`src/rtl/mips_pkg.sv`:
```
// Shared decode definitions: opcodes, control bundle and the opcode decoder.
// Latency: none (types and pure functions only).
// Backpressure: not applicable.
package mips_pkg;

    localparam logic [5:0] OP_RTYPE = 6'h00;
    localparam logic [5:0] OP_LW    = 6'h23;
    localparam logic [5:0] OP_SW    = 6'h2B;
    localparam logic [5:0] OP_BEQ   = 6'h04;
    localparam logic [5:0] OP_ADDI  = 6'h08;
    localparam logic [5:0] OP_ANDI  = 6'h0C;
    localparam logic [5:0] OP_ORI   = 6'h0D;

    typedef struct packed {
        logic reg_write;
        logic mem_read;
        logic mem_write;
        logic branch;
        logic alu_src_imm;
        logic illegal;
    } ctrl_t;

    // Opcode to control bits; unknown opcodes raise only the illegal flag.
    function automatic ctrl_t decode(input logic [5:0] op);
        ctrl_t c;
        c = '0;
        case (op)
            OP_RTYPE: c.reg_write = 1'b1;
            OP_LW: begin
                c.reg_write   = 1'b1;
                c.mem_read    = 1'b1;
                c.alu_src_imm = 1'b1;
            end
            OP_SW: begin
                c.mem_write   = 1'b1;
                c.alu_src_imm = 1'b1;
            end
            OP_BEQ: c.branch = 1'b1;
            OP_ADDI, OP_ANDI, OP_ORI: begin
                c.reg_write   = 1'b1;
                c.alu_src_imm = 1'b1;
            end
            default: c.illegal = 1'b1;
        endcase
        return c;
    endfunction

    // Rt is only a true source operand for R-type, store and branch.
    function automatic logic rt_used(input logic [5:0] op);
        return (op == OP_RTYPE) || (op == OP_SW) || (op == OP_BEQ);
    endfunction

    // Logical immediates are zero-extended; everything else sign-extends.
    function automatic logic zero_ext(input logic [5:0] op);
        return (op == OP_ANDI) || (op == OP_ORI);
    endfunction

endpackage

```
`src/rtl/reg_file.sv`:
```
// Architectural register file, 2 async read ports, 1 write port, r0 hardwired to 0.
// Latency: reads combinational with write-through of same-cycle write; writes land at posedge.
// Backpressure: none; writes always accepted.
module reg_file #(
    parameter int DATA_W    = 32,
    parameter int REG_COUNT = 32,
    localparam int REG_AW   = $clog2(REG_COUNT)
) (
    input  logic              clk,
    input  logic              rst,
    input  logic              wr_en,
    input  logic [REG_AW-1:0] wr_addr,
    input  logic [DATA_W-1:0] wr_data,
    input  logic [REG_AW-1:0] rd0_addr,
    output logic [DATA_W-1:0] rd0_data,
    input  logic [REG_AW-1:0] rd1_addr,
    output logic [DATA_W-1:0] rd1_data
);

    logic [DATA_W-1:0] rf_q [REG_COUNT];
    logic [DATA_W-1:0] rf_d [REG_COUNT];
    logic              wr_live;

    assign wr_live = wr_en && (wr_addr != '0);

    // Next register contents: apply the write unless it targets r0.
    always_comb begin
        rf_d = rf_q;
        if (wr_live) begin
            rf_d[wr_addr] = wr_data;
        end
    end

    // Register storage with asynchronous clear.
    always_ff @(posedge clk or posedge rst) begin
        if (rst) begin
            rf_q <= '{default: '0};
        end else begin
            rf_q <= rf_d;
        end
    end

    // Read port 0: r0 is zero, same-cycle write is forwarded.
    always_comb begin
        rd0_data = rf_q[rd0_addr];
        if (rd0_addr == '0) begin
            rd0_data = '0;
        end else if (wr_live && (wr_addr == rd0_addr)) begin
            rd0_data = wr_data;
        end
    end

    // Read port 1: same rules as port 0.
    always_comb begin
        rd1_data = rf_q[rd1_addr];
        if (rd1_addr == '0) begin
            rd1_data = '0;
        end else if (wr_live && (wr_addr == rd1_addr)) begin
            rd1_data = wr_data;
        end
    end

endmodule

```
`src/rtl/decode_stage.sv`:
```
// MIPS decode stage: register read, control decode, immediate extension, load-use stall.
// Latency: 1 cycle from accept to ex_* outputs.
// Backpressure: ex_stall holds ex_* and drops id_ready; load-use hazard inserts one bubble.
module decode_stage
    import mips_pkg::*;
#(
    parameter int DATA_W    = 32,
    parameter int REG_COUNT = 32,
    parameter int IMM_W     = 16,
    localparam int REG_AW   = $clog2(REG_COUNT)
) (
    input  logic              clk,
    input  logic              rst,
    input  logic              if_valid,
    input  logic [31:0]       if_instr,
    output logic              id_ready,
    input  logic              flush,
    input  logic              ex_stall,
    input  logic              wb_en,
    input  logic [REG_AW-1:0] wb_addr,
    input  logic [DATA_W-1:0] wb_data,
    output logic              ex_valid,
    output logic [DATA_W-1:0] ex_rs_data,
    output logic [DATA_W-1:0] ex_rt_data,
    output logic [DATA_W-1:0] ex_imm,
    output logic [REG_AW-1:0] ex_rs_addr,
    output logic [REG_AW-1:0] ex_rt_addr,
    output logic [REG_AW-1:0] ex_dest,
    output logic [5:0]        ex_opcode,
    output logic [5:0]        ex_funct,
    output logic              ex_reg_write,
    output logic              ex_mem_read,
    output logic              ex_mem_write,
    output logic              ex_branch,
    output logic              ex_alu_src_imm,
    output logic              ex_illegal
);

    logic [5:0]        op;
    logic [REG_AW-1:0] rs_addr, rt_addr, rd_addr, dest;
    logic [DATA_W-1:0] rs_data, rt_data, imm;
    logic [IMM_W-1:0]  imm_raw;
    ctrl_t             dec_ctrl;
    logic              hazard;
    logic              wb_live;

    logic              ex_valid_d,   ex_valid_q;
    logic [DATA_W-1:0] ex_rs_data_d, ex_rs_data_q;
    logic [DATA_W-1:0] ex_rt_data_d, ex_rt_data_q;
    logic [DATA_W-1:0] ex_imm_d,     ex_imm_q;
    logic [REG_AW-1:0] ex_rs_addr_d, ex_rs_addr_q;
    logic [REG_AW-1:0] ex_rt_addr_d, ex_rt_addr_q;
    logic [REG_AW-1:0] ex_dest_d,    ex_dest_q;
    logic [5:0]        ex_opcode_d,  ex_opcode_q;
    logic [5:0]        ex_funct_d,   ex_funct_q;
    ctrl_t             ex_ctrl_d,    ex_ctrl_q;

    assign op       = if_instr[31:26];
    assign rs_addr  = REG_AW'(if_instr[25:21]);
    assign rt_addr  = REG_AW'(if_instr[20:16]);
    assign rd_addr  = REG_AW'(if_instr[15:11]);
    assign imm_raw  = if_instr[IMM_W-1:0];
    assign dec_ctrl = decode(op);
    assign wb_live  = wb_en && (wb_addr != '0);

    reg_file #(
        .DATA_W   (DATA_W),
        .REG_COUNT(REG_COUNT)
    ) u_reg_file (
        .clk     (clk),
        .rst     (rst),
        .wr_en   (wb_en),
        .wr_addr (wb_addr),
        .wr_data (wb_data),
        .rd0_addr(rs_addr),
        .rd0_data(rs_data),
        .rd1_addr(rt_addr),
        .rd1_data(rt_data)
    );

    // Destination select and immediate extension for the presented instruction.
    always_comb begin
        dest = '0;
        if (op == OP_RTYPE) begin
            dest = rd_addr;
        end else if ((op == OP_LW) || (op == OP_ADDI) || (op == OP_ANDI) || (op == OP_ORI)) begin
            dest = rt_addr;
        end
        if (zero_ext(op)) begin
            imm = {{(DATA_W-IMM_W){1'b0}}, imm_raw};
        end else begin
            imm = {{(DATA_W-IMM_W){imm_raw[IMM_W-1]}}, imm_raw};
        end
    end

    // Load in execute whose result the presented instruction needs this cycle.
    always_comb begin
        hazard = ex_valid_q && ex_ctrl_q.mem_read && (ex_dest_q != '0) &&
                 ((ex_dest_q == rs_addr) || ((ex_dest_q == rt_addr) && rt_used(op)));
        id_ready = flush || (!ex_stall && !hazard);
    end

    // Pipeline register next state: flush > stall (with operand refresh) > bubble > accept.
    always_comb begin
        ex_valid_d   = ex_valid_q;
        ex_rs_data_d = ex_rs_data_q;
        ex_rt_data_d = ex_rt_data_q;
        ex_imm_d     = ex_imm_q;
        ex_rs_addr_d = ex_rs_addr_q;
        ex_rt_addr_d = ex_rt_addr_q;
        ex_dest_d    = ex_dest_q;
        ex_opcode_d  = ex_opcode_q;
        ex_funct_d   = ex_funct_q;
        ex_ctrl_d    = ex_ctrl_q;
        if (flush) begin
            ex_valid_d = 1'b0;
            ex_ctrl_d  = '0;
        end else if (ex_stall) begin
            if (wb_live && (wb_addr == ex_rs_addr_q)) begin
                ex_rs_data_d = wb_data;
            end
            if (wb_live && (wb_addr == ex_rt_addr_q)) begin
                ex_rt_data_d = wb_data;
            end
        end else if (hazard || !if_valid) begin
            ex_valid_d = 1'b0;
            ex_ctrl_d  = '0;
        end else begin
            ex_valid_d   = 1'b1;
            ex_rs_data_d = rs_data;
            ex_rt_data_d = rt_data;
            ex_imm_d     = imm;
            ex_rs_addr_d = rs_addr;
            ex_rt_addr_d = rt_addr;
            ex_dest_d    = dest;
            ex_opcode_d  = op;
            ex_funct_d   = if_instr[5:0];
            ex_ctrl_d    = dec_ctrl;
        end
    end

    // Pipeline register toward execute, cleared asynchronously.
    always_ff @(posedge clk or posedge rst) begin
        if (rst) begin
            ex_valid_q   <= 1'b0;
            ex_rs_data_q <= '0;
            ex_rt_data_q <= '0;
            ex_imm_q     <= '0;
            ex_rs_addr_q <= '0;
            ex_rt_addr_q <= '0;
            ex_dest_q    <= '0;
            ex_opcode_q  <= '0;
            ex_funct_q   <= '0;
            ex_ctrl_q    <= '0;
        end else begin
            ex_valid_q   <= ex_valid_d;
            ex_rs_data_q <= ex_rs_data_d;
            ex_rt_data_q <= ex_rt_data_d;
            ex_imm_q     <= ex_imm_d;
            ex_rs_addr_q <= ex_rs_addr_d;
            ex_rt_addr_q <= ex_rt_addr_d;
            ex_dest_q    <= ex_dest_d;
            ex_opcode_q  <= ex_opcode_d;
            ex_funct_q   <= ex_funct_d;
            ex_ctrl_q    <= ex_ctrl_d;
        end
    end

    assign ex_valid       = ex_valid_q;
    assign ex_rs_data     = ex_rs_data_q;
    assign ex_rt_data     = ex_rt_data_q;
    assign ex_imm         = ex_imm_q;
    assign ex_rs_addr     = ex_rs_addr_q;
    assign ex_rt_addr     = ex_rt_addr_q;
    assign ex_dest        = ex_dest_q;
    assign ex_opcode      = ex_opcode_q;
    assign ex_funct       = ex_funct_q;
    assign ex_reg_write   = ex_ctrl_q.reg_write;
    assign ex_mem_read    = ex_ctrl_q.mem_read;
    assign ex_mem_write   = ex_ctrl_q.mem_write;
    assign ex_branch      = ex_ctrl_q.branch;
    assign ex_alu_src_imm = ex_ctrl_q.alu_src_imm;
    assign ex_illegal     = ex_ctrl_q.illegal;

endmodule

```
`config.mk`:
```
export PLATFORM = sky130hd
export DESIGN_NAME = decode_stage
export DESIGN_NICKNAME = d
export VERILOG_FILES = /design/src/rtl/mips_pkg.sv /design/src/rtl/reg_file.sv /design/src/rtl/decode_stage.sv
export SDC_FILE = /design/constraint.sdc
export NUM_CORES = 2
export LEC_CHECK = 0
export CAP_MARGIN = 20
export CORE_ASPECT_RATIO = 1.1
export CORE_UTILIZATION = 30
export CTS_BUF_LIST = sky130_fd_sc_hd__clkbuf_2 sky130_fd_sc_hd__clkbuf_4 sky130_fd_sc_hd__clkbuf_8
export DETAILED_ROUTE_END_ITERATION = 7
export PLACE_DENSITY_LB_ADDON = 0.15
export SLEW_MARGIN = 10
export SYNTH_ARGS = -nofsm -noshare
export SYNTH_HDL_FRONTEND = slang
export SYNTH_SLANG_ARGS = --single-unit
```
`constraint.sdc`:
```
create_clock -name clk -period 51.4 [get_ports clk]
set_input_delay 7.71 -clock clk [delete_from_list [all_inputs] [get_ports clk]]
set_output_delay 7.71 -clock clk [all_outputs]
set_load 0.03 [all_outputs]
```
==> flow_metrics.env <==
export IMPL_maxSlewHeadroom_pct=25.6
export IMPL_ys_warn_count=0
export IMPL_finalCriticalPeriod_ns=17.90
export IMPL_syn_nets=4196
export IMPL_comb_power_share_pct=21.7
export IMPL_antenna_found_initial=18
export IMPL_synth_seq_cells=1133
export IMPL_post_route_cells_drive_above_1_share_pct=46.9
export IMPL_p_total_uw=2680
export IMPL_slowest_delay_ns=0.75
export IMPL_synth_most_common_cell="dfrtp_1"
export IMPL_grt_usage_pct=22.4
export IMPL_ir_drop_mv=0.0263
export IMPL_clock_path_buffers=3
export IMPL_core_um2=197000
export IMPL_power_leakage_uw=0.0293
export IMPL_setup_viol=0
export IMPL_nets=4262
export IMPL_setup_tns_ns=0
export IMPL_cts_sinks=1133
export IMPL_grt_first_pass_wirelength_um=319000
export IMPL_synth_common_cells="1133 x dfrtp_1, 1074 x mux2_2, 385 x mux4_2, 245 x clkbuf_1, 240 x mux2i_1"
export IMPL_rsz0062_at_grt="no"
export IMPL_htreeDepth=4
export IMPL_root_buffer="clkbuf_8"
export IMPL_timing_critical_path_buf_inv=2
export IMPL_synth_cell_type_count=59
export IMPL_async_reset_ff_share_pct=100
export IMPL_finalClockSkew_ns=0.0397
export IMPL_port_buffers=205
export IMPL_totalWireLength_um=223000
export IMPL_synth_edf_count=0
export IMPL_fmax_ghz=0.0559
export IMPL_place_gp_congestion=0.774
export IMPL_start_kind="primary input"
export IMPL_ioPinCount=206
export IMPL_antenna_left=0
export IMPL_first_iter_violations=3032
export IMPL_path_max_fanout=22
export IMPL_hp_class="flop to flop"
export IMPL_cp_slowest_cell="nor3_1"
export IMPL_synth_area_leaders="dfrtp_1 48%, mux2_2 20%, mux4_2 15%, mux2i_1 4.0%, clkbuf_1 1.5%"
export IMPL_yosysTopAreaCell="dfrtp_1"
export IMPL_overflow=0
export IMPL_via_count=38940
export IMPL_clk_pin_slew_ns=0.06
export IMPL_tritoncts="built"
export IMPL_cts_setup_buffers=0
export IMPL_slew_violations=0
export IMPL_synth_area_per_cell_um2=14.4
export IMPL_crit_required_ns=43.69
export IMPL_switching_power_uw=789
export IMPL_grt_max_degree=157
export IMPL_drcViolationCount=2
export IMPL_cp_arrival_ns=10.19
export IMPL_path_delay_family="simple AND/OR/NAND/NOR gates"
export IMPL_firstDrtPassIters=7
export IMPL_die_height_um=469
export IMPL_cts_inserted_buffers=204
export IMPL_seqPwrFrac_pct=44.2
export IMPL_hold_buffers=0
export IMPL_clock_latency_ns=0.98
export IMPL_internal_power_uw=1890
export IMPL_failed_checks="design-rule violations"
export IMPL_grt_pass1_vias=41030
export IMPL_synthCells=4121
export IMPL_netlist_area_um2=59500
export IMPL_utilization_pct=34.6
export IMPL_synth_seq_area_share_pct=47.6
export IMPL_worstPathCellList="buf_6 -> xnor2_1 -> nand3_1 -> nor3_1 -> o2111ai_4 -> a21o_1 -> clkdlybuf4s50_1"
export IMPL_cap_violations=0
export IMPL_dieArea_um2=200000
export IMPL_cts_repair_resized=0
export IMPL_yosysTopAreaCellShare_pct=47.6
export IMPL_swShare_pct=29.4
export IMPL_tightest_slew_ns=1.12
export IMPL_min_period_over_period_pct=34.8
export IMPL_rows=171
export IMPL_wl_per_cell_um=32.2
export IMPL_synth_ff_type="dfrtp_1"
export IMPL_dp_hpwl_um=125000
export IMPL_syn2layout_area_growth_pct=14.6
export IMPL_worstSetupEndpointType="output port"
export IMPL_hold_viol_final=0
export IMPL_p_per_area_nw_per_um2=39.3
export IMPL_clkPwrFrac_pct=34.1
export IMPL_worstSetupPathType="primary input to output port"
export IMPL_start_util_pct=30.2
export IMPL_die_width_um=427
export IMPL_outcome="finished, violations left"
export IMPL_viasPerCell=5.62
==> layer usage <==
metal  GRT usage [%]  vias up  routed length [um]
li1                -    15931                   -
met1            30.9    21371              100000
met2            35.6     1275              104000
met3            3.76      361               12300
met4            7.19        2                6690
met5               0        -                  13
==> per-stage QoR <==
step	instances	hold slack, ns	cell area, um^2	setup WS, ns
floorplan	4121	0.441	59500	11.78
global placement	6568	0.379	63800	33.50
detailed placement	6574	0.383	63900	33.53
CTS	6929	0.397	68200	33.50
global route	6933	0.408	68200	33.37
finish	6933	0.395	68200	33.50
==> registers in the layout, indices dropped and copies added, names as in the netlist, 5 cells and up <==
signal and flops:
ex_dest 5, ex_imm 17, ex_rs_data 32, ex_rs_addr 5
ex_rt_addr 5, u_reg_file.rf_q 1024, ex_rt_data 32, ex_opcode 6
==> final cells by class <==
class,instances,area [um^2]
antenna,2,5.00
clock inverter,30,278
multi-input combinational,2488,29100
inverter,19,78.8
timing repair buffer,341,3220
clock buffer,325,4000
tap,2595,3250
sequential,1133,28400
fill,19285,129000
==> layout by cell type (no fill, tap or decap), types with 10 or more instances in the layout <==
master and count:
buf_4 125, clkdlybuf4s50_1 196, mux2_1 60, o22ai_1 32, mux2i_1 240, a22o_1 16
a211oi_1 32, xor2_1 10, mux2_2 1074, a32o_1 40, clkbuf_8 252, o41ai_1 10
dfrtp_1 1133, a211o_1 11, clkinv_2 17, o221ai_1 32, xnor2_1 20, o21ai_0 18
nand2_1 107, nor2_4 15, nand4_1 47, a21oi_1 62, a22oi_1 98, mux4_2 385
a221oi_1 10, o22a_1 34, inv_1 16, clkbuf_4 75, nand2_4 11, nor2_1 21
nand3_1 26
==> kinds of logic after synthesis <==
kind of cell	synth area share, %
compound gates	5.40
xor+xnor	0.441
buf+inv	4.04
flops	47.6
mux	40.3
simple gates	2.23
==> power groups by stage <==
stage | sequential [uW] | combinational, uW | clock (uW)
2_1_floorplan | 1200 | 399 | 0
3_3_place_gp | 1190 | 578 | 0
3_5_place_dp | 1200 | 586 | 0
4_1_cts | 1180 | 587 | 940
5_1_grt | 1210 | 623 | 979
6_report | 1190 | 582 | 913
==> path summary, 6_finish.rpt <==
| path | start | end | slack, ns | cells after the start |
|---|---|---|---|---|
| max in group asynchronous | rst | u_reg_file.rf_q[560]$_DFFE_PP0P_ | 41.29 | 5 |
| min in group asynchronous | rst | u_reg_file.rf_q[666]$_DFFE_PP0P_ | 7.28 | 2 |
| setup / recovery | if_instr[22] | id_ready | 33.50 | 7 |
| setup reg to reg | ex_dest[4]$_DFFE_PP0P_ | ex_rs_data[21]$_DFFE_PP0P_ | 47.39 | 7 |
| hold / removal | u_reg_file.rf_q[999]$_DFFE_PP0P_ | u_reg_file.rf_q[999]$_DFFE_PP0P_ | 0.40 | 0 |
| hold reg to reg | u_reg_file.rf_q[999]$_DFFE_PP0P_ | u_reg_file.rf_q[999]$_DFFE_PP0P_ | 0.40 | 0 |
Power figures use the tool's default switching activity.
